===== src/rtl/divide_unit.sv =====
// Sequential restoring divider: one shift and one trial-subtract per two clocks, results held until Run drops.
// Optional two's-complement mode is enabled by defining DIVIDE_UNIT_SIGNED_EN.
module divide_unit #(
  parameter int WIDTH = 8
) (
  input  logic             Clk,
  input  logic             Reset_n,
  input  logic             Run,
  input  logic             ClearA_LoadB,
  input  logic [WIDTH-1:0] Din,
  output logic [WIDTH-1:0] Aval,
  output logic [WIDTH-1:0] Bval,
  output logic             Done,
  output logic             DivByZero
);

  localparam int CW = (WIDTH > 2) ? $clog2(WIDTH) : 1;

  typedef enum logic [2:0] {
    S_IDLE  = 3'd0,
    S_SHIFT = 3'd1,
    S_TRIAL = 3'd2,
    S_FIX   = 3'd3,
    S_HOLD  = 3'd4
  } state_t;

  state_t           r_state;
  state_t           w_next;
  logic [WIDTH-1:0] r_R;
  logic [WIDTH-1:0] r_Q;
  logic [WIDTH-1:0] r_D;
  logic [CW-1:0]    r_cnt;
  logic             r_dbz;
  logic [WIDTH:0]   w_diff;
  logic             w_last;

`ifdef DIVIDE_UNIT_SIGNED_EN
  logic r_sd;
  logic r_sv;

  function automatic logic [WIDTH-1:0] f_mag(input logic [WIDTH-1:0] v);
    return v[WIDTH-1] ? -v : v;
  endfunction
`endif

  assign w_diff = {1'b0, r_R} - {1'b0, r_D};
  assign w_last = (r_cnt == CW'(WIDTH - 1));

  always_ff @(posedge Clk or negedge Reset_n) begin
    if (!Reset_n) r_state <= S_IDLE;
    else          r_state <= w_next;
  end

  always_comb begin
    w_next = r_state;
    case (r_state)
      S_IDLE:  if (Run) w_next = (Din == '0) ? S_HOLD : S_SHIFT;
      S_SHIFT: w_next = S_TRIAL;
`ifdef DIVIDE_UNIT_SIGNED_EN
      S_TRIAL: w_next = w_last ? S_FIX : S_SHIFT;
      S_FIX:   w_next = S_HOLD;
`else
      S_TRIAL: w_next = w_last ? S_HOLD : S_SHIFT;
`endif
      S_HOLD:  if (!Run) w_next = S_IDLE;
      default: w_next = S_IDLE;
    endcase
  end

  always_comb begin
    Done = (r_state == S_HOLD);
  end

  always_ff @(posedge Clk or negedge Reset_n) begin
    if (!Reset_n) begin
      r_R   <= '0;
      r_Q   <= '0;
      r_D   <= '0;
      r_cnt <= '0;
      r_dbz <= 1'b0;
`ifdef DIVIDE_UNIT_SIGNED_EN
      r_sd  <= 1'b0;
      r_sv  <= 1'b0;
`endif
    end else begin
      case (r_state)
        S_IDLE: begin
          if (Run) begin
            r_cnt <= '0;
            r_dbz <= (Din == '0);
            if (Din == '0) begin
              // Divide by zero: quotient saturates, remainder keeps the dividend
              r_D <= Din;
              r_Q <= '1;
              r_R <= r_Q;
            end else begin
`ifdef DIVIDE_UNIT_SIGNED_EN
              r_D  <= f_mag(Din);
              r_Q  <= f_mag(r_Q);
              r_sd <= r_Q[WIDTH-1];
              r_sv <= Din[WIDTH-1];
`else
              r_D  <= Din;
`endif
            end
          end else if (ClearA_LoadB) begin
            r_Q   <= Din;
            r_R   <= '0;
            r_dbz <= 1'b0;
          end
        end
        S_SHIFT: {r_R, r_Q} <= {r_R[WIDTH-2:0], r_Q, 1'b0};
        S_TRIAL: begin
          // Restore is implicit: a negative trial difference is simply not written back
          if (!w_diff[WIDTH]) begin
            r_R    <= w_diff[WIDTH-1:0];
            r_Q[0] <= 1'b1;
          end
          if (!w_last) r_cnt <= r_cnt + CW'(1);
        end
`ifdef DIVIDE_UNIT_SIGNED_EN
        S_FIX: begin
          if (r_sd ^ r_sv) r_Q <= -r_Q;
          if (r_sd)        r_R <= -r_R;
        end
`endif
        default: ;
      endcase
    end
  end

  assign Aval      = r_R;
  assign Bval      = r_Q;
  assign DivByZero = r_dbz;

endmodule


===== config.mk =====
export PLATFORM = sky130hd
export DESIGN_NAME = divide_unit
export DESIGN_NICKNAME = d
export VERILOG_FILES = /design/src/rtl/divide_unit.sv
export SDC_FILE = /design/constraint.sdc
export NUM_CORES = 1
export LEC_CHECK = 0
export ABC_AREA = 1
export CELL_PAD_IN_SITES_DETAIL_PLACEMENT = 0
export CELL_PAD_IN_SITES_GLOBAL_PLACEMENT = 1
export CORE_ASPECT_RATIO = 1.4
export CORE_MARGIN = 2
export CORE_UTILIZATION = 42
export CTS_CLUSTER_SIZE = 8
export DETAILED_ROUTE_END_ITERATION = 16
export PLACE_DENSITY_LB_ADDON = 0.1
export SLEW_MARGIN = 20
export SYNTH_ARGS = -nofsm -noshare
export SYNTH_HDL_FRONTEND = slang
export SYNTH_SLANG_ARGS = --single-unit
export TNS_END_PERCENT = 10

===== constraint.sdc =====
create_clock -name Clk -period 4.3 [get_ports Clk]
set_input_delay 0.86 -clock Clk [delete_from_list [all_inputs] [get_ports Clk]]
set_output_delay 0.86 -clock Clk [all_outputs]
set_load 0.01 [all_outputs]

==> impl_metrics.env <==
export IMPL_status="finished, final reports clean"
export IMPL_htreeDepth=2
export IMPL_internal_power_w=0.00103
export IMPL_tns_ns=0
export IMPL_nets=330
export IMPL_post_synth_instance_area_um2=1990
export IMPL_clockPowerShare_pct=11.7
export IMPL_ir_drop_v=0.000310
export IMPL_grt_max_degree=32
export IMPL_initial_core_util_pct=43.8
export IMPL_synth_edf_count=0
export IMPL_wl_per_cell_um=13.9
export IMPL_finalWirelength_mm=5.12
export IMPL_drt_initial_drc_count=75
export IMPL_fmax_ghz=0.391
export IMPL_syn_avg_cell_area_um2=7.25
export IMPL_yosysTopAreaCell="dfrtp_1"
export IMPL_overflow=0
export IMPL_required_ns=3.44
export IMPL_yosys_warnings=0
export IMPL_antenna_found_initial=0
export IMPL_dr_total_vias=1816
export IMPL_power_frac_seq_pct=27.1
export IMPL_clockBufferDepth=2
export IMPL_ys_ff_latch=31
export IMPL_die_y_um=85.4
export IMPL_post_layout_nonfiller_instances=369
export IMPL_finalMaxSlewViolations=0
export IMPL_p_comb_share_pct=61.2
export IMPL_synth_cell_types=30
export IMPL_min_period_ns=2.56
export IMPL_rrSetupSlack_ns=1.94
export IMPL_cp_start_kind="flop"
export IMPL_cp_max_fo=3
export IMPL_vias_per_cell=4.92
export IMPL_die_area_um2=5300
export IMPL_setup_violations=0
export IMPL_dp_cells=362
export IMPL_netSwitchingPower_w=0.000928
export IMPL_hp_class="reg -> reg"
export IMPL_cts_resized=0
export IMPL_clock_skew_ns=0.00410
export IMPL_rsz0062_at_grt="no"
export IMPL_cts_root_buf="clkbuf_8"
export IMPL_cts_inserted_buffers=5
export IMPL_netlist_top_cells_area="dfrtp_1, nand2_1, o21ai_0"
export IMPL_postCtsHoldBufs=0
export IMPL_async_reset_ff_share_pct=100
export IMPL_fillCellCount=479
export IMPL_cts_setup_buffers=0
export IMPL_port_buffers=29
export IMPL_io_pins=30
export IMPL_gp_congestion=0.806
export IMPL_worst_ep_arrival_time_ns=1.70
export IMPL_netlist_area_leader_share_pct=39.1
export IMPL_cts_sinks=31
export IMPL_antennaDiodeCount=0
export IMPL_grt_pass1_vias=1827
export IMPL_p_sw_share_pct=47.3
export IMPL_postRouteAntennaNets=0
export IMPL_syn2layout_area_growth_pct=22.5
export IMPL_p_leak_nw=1.24
export IMPL_clock_latency_ns=0.28
export IMPL_critical_path_class="reg -> out"
export IMPL_max_slew_margin_rel_pct=60.6
export IMPL_synthCells=274
export IMPL_worst_pin_slew_ns=0.588
export IMPL_max_cap_viol_count=0
export IMPL_hold_viol_final=0
export IMPL_grt_first_pass_wirelength_mm=8.92
export IMPL_rows=29
export IMPL_fp_dieW_um=62.1
export IMPL_clkTransAtPathRegs_ns=0.06
export IMPL_layout_drive_gt1_share_pct=7.49
export IMPL_ys_flop_type="dfrtp_1"
export IMPL_firstDrtPassIters=4
export IMPL_cp_end_kind="output port"
export IMPL_core_area_um2=4540
export IMPL_syn_nets=297
export IMPL_tritoncts="done"
export IMPL_yosysSeqAreaShare_pct=39.1
export IMPL_hpwl_mm=3.95
export IMPL_powerDensity_nw_per_um2=806
export IMPL_track_usage_pct=21.6
export IMPL_drcViolationCount=0
export IMPL_fin_crit_sh_pct=59.5
-- cells in the final DEF (no fill, tap or decap), drive strengths merged, types with 6 or more instances in the layout --
cell type,netlist,final
clkdlybuf4s50,0,29
nand2,107,107
nor2,16,16
a21oi,6,6
nand3,23,23
dfrtp,31,31
inv,32,32
o21ai,28,28
ha,10,10
clkbuf,3,6
-- metal layers --
metal | wire length [µm] | GRT usage (%)
met1 | 2360 | 27.0
met2 | 2520 | 37.5
met3 | 138 | 3.58
met4 | 103 | 8.48
met5 | 0 | 0
-- cell usage after synthesis, types with 3 or more instances --
library cell  count
nand2_1         103
dfrtp_1          31
inv_1            30
o21ai_0          27
nand3_1          22
nor2_1           12
ha_1             10
a21oi_1           5
clkbuf_1          3
nand2_2           3
nor2_4            3
o221ai_1          3
or2_2             3
-- worst paths after layout --
check                                 from  depth (start not counted)       end
worst max-delay path            r_state[2]                          3      Done
worst min-delay path                r_D[0]                          2    r_D[0]
worst max register to register     Aval[0]                         12   Bval[0]
worst min register to register      r_D[0]                          2    r_D[0]
max in group asynchronous          Reset_n                          2  r_cnt[1]
min in group asynchronous          Reset_n                          2    r_D[1]
-- power by group through the flow --
stage	sequential (W)	clock, W	combinational, W
after floorplan	0.000543	0	0.000817
after global placement	0.000536	0	0.00120
after detailed placement	0.000536	0	0.00120
after CTS	0.000533	0.000239	0.00121
after global routing	0.000552	0.000250	0.00139
final	0.000532	0.000229	0.00120
-- metrics by stage --
stage | area [µm²] | total power, W | worst slack, ns | hold slack (ns) | util [%]
final | 2430 | 0.00196 | 1.74 | 0.490 | 53.6
after global routing | 2430 | 0.00219 | 1.64 | 0.534 | 53.6
after CTS | 2430 | 0.00199 | 1.73 | 0.502 | 53.6
after detailed placement | 2340 | 0.00174 | 1.57 | 0.485 | 51.7
after global placement | 2340 | 0.00173 | 1.62 | 0.475 | 51.7
after floorplan | 1990 | 0.00136 | 2.31 | 0.453 | -
-- area by class of cell --
cell class | count | area [µm²] | share of cell area [%]
sequential | 31 | 776 | 31.9
clock buffer | 6 | 82.6 | 3.40
multi-input combinational | 206 | 1070 | 43.9
tap | 62 | 77.6 | 3.19
clock inverter | 1 | 5.00 | 0.206
timing repair buffer | 30 | 298 | 12.2
inverter | 33 | 126 | 5.20
-- sequential cells by signal (all words and copies together) (netlist names) --
| signal | flops |
|---|---|
| r_state | 3 |
| r_cnt | 3 |
| DivByZero | 1 |
| r_D | 8 |
| Aval | 8 |
| Bval | 8 |
-- logic make-up after synthesis --
group | share of synthesized area, %
AO/OA/AOI/OAI | 12.2
flip-flops | 39.1
buffers and inverters | 7.18
adder cells (fa/ha/maj) | 7.31
AND/OR/NAND/NOR | 34.3
-- critical path, cell delays in order, from the launching register on --
cell and delay [ns]:
dfrtp_1 0.47, inv_2 0.08, nor3_1 0.27, clkdlybuf4s50_1 0.60
Power figures use the tool's default switching activity.
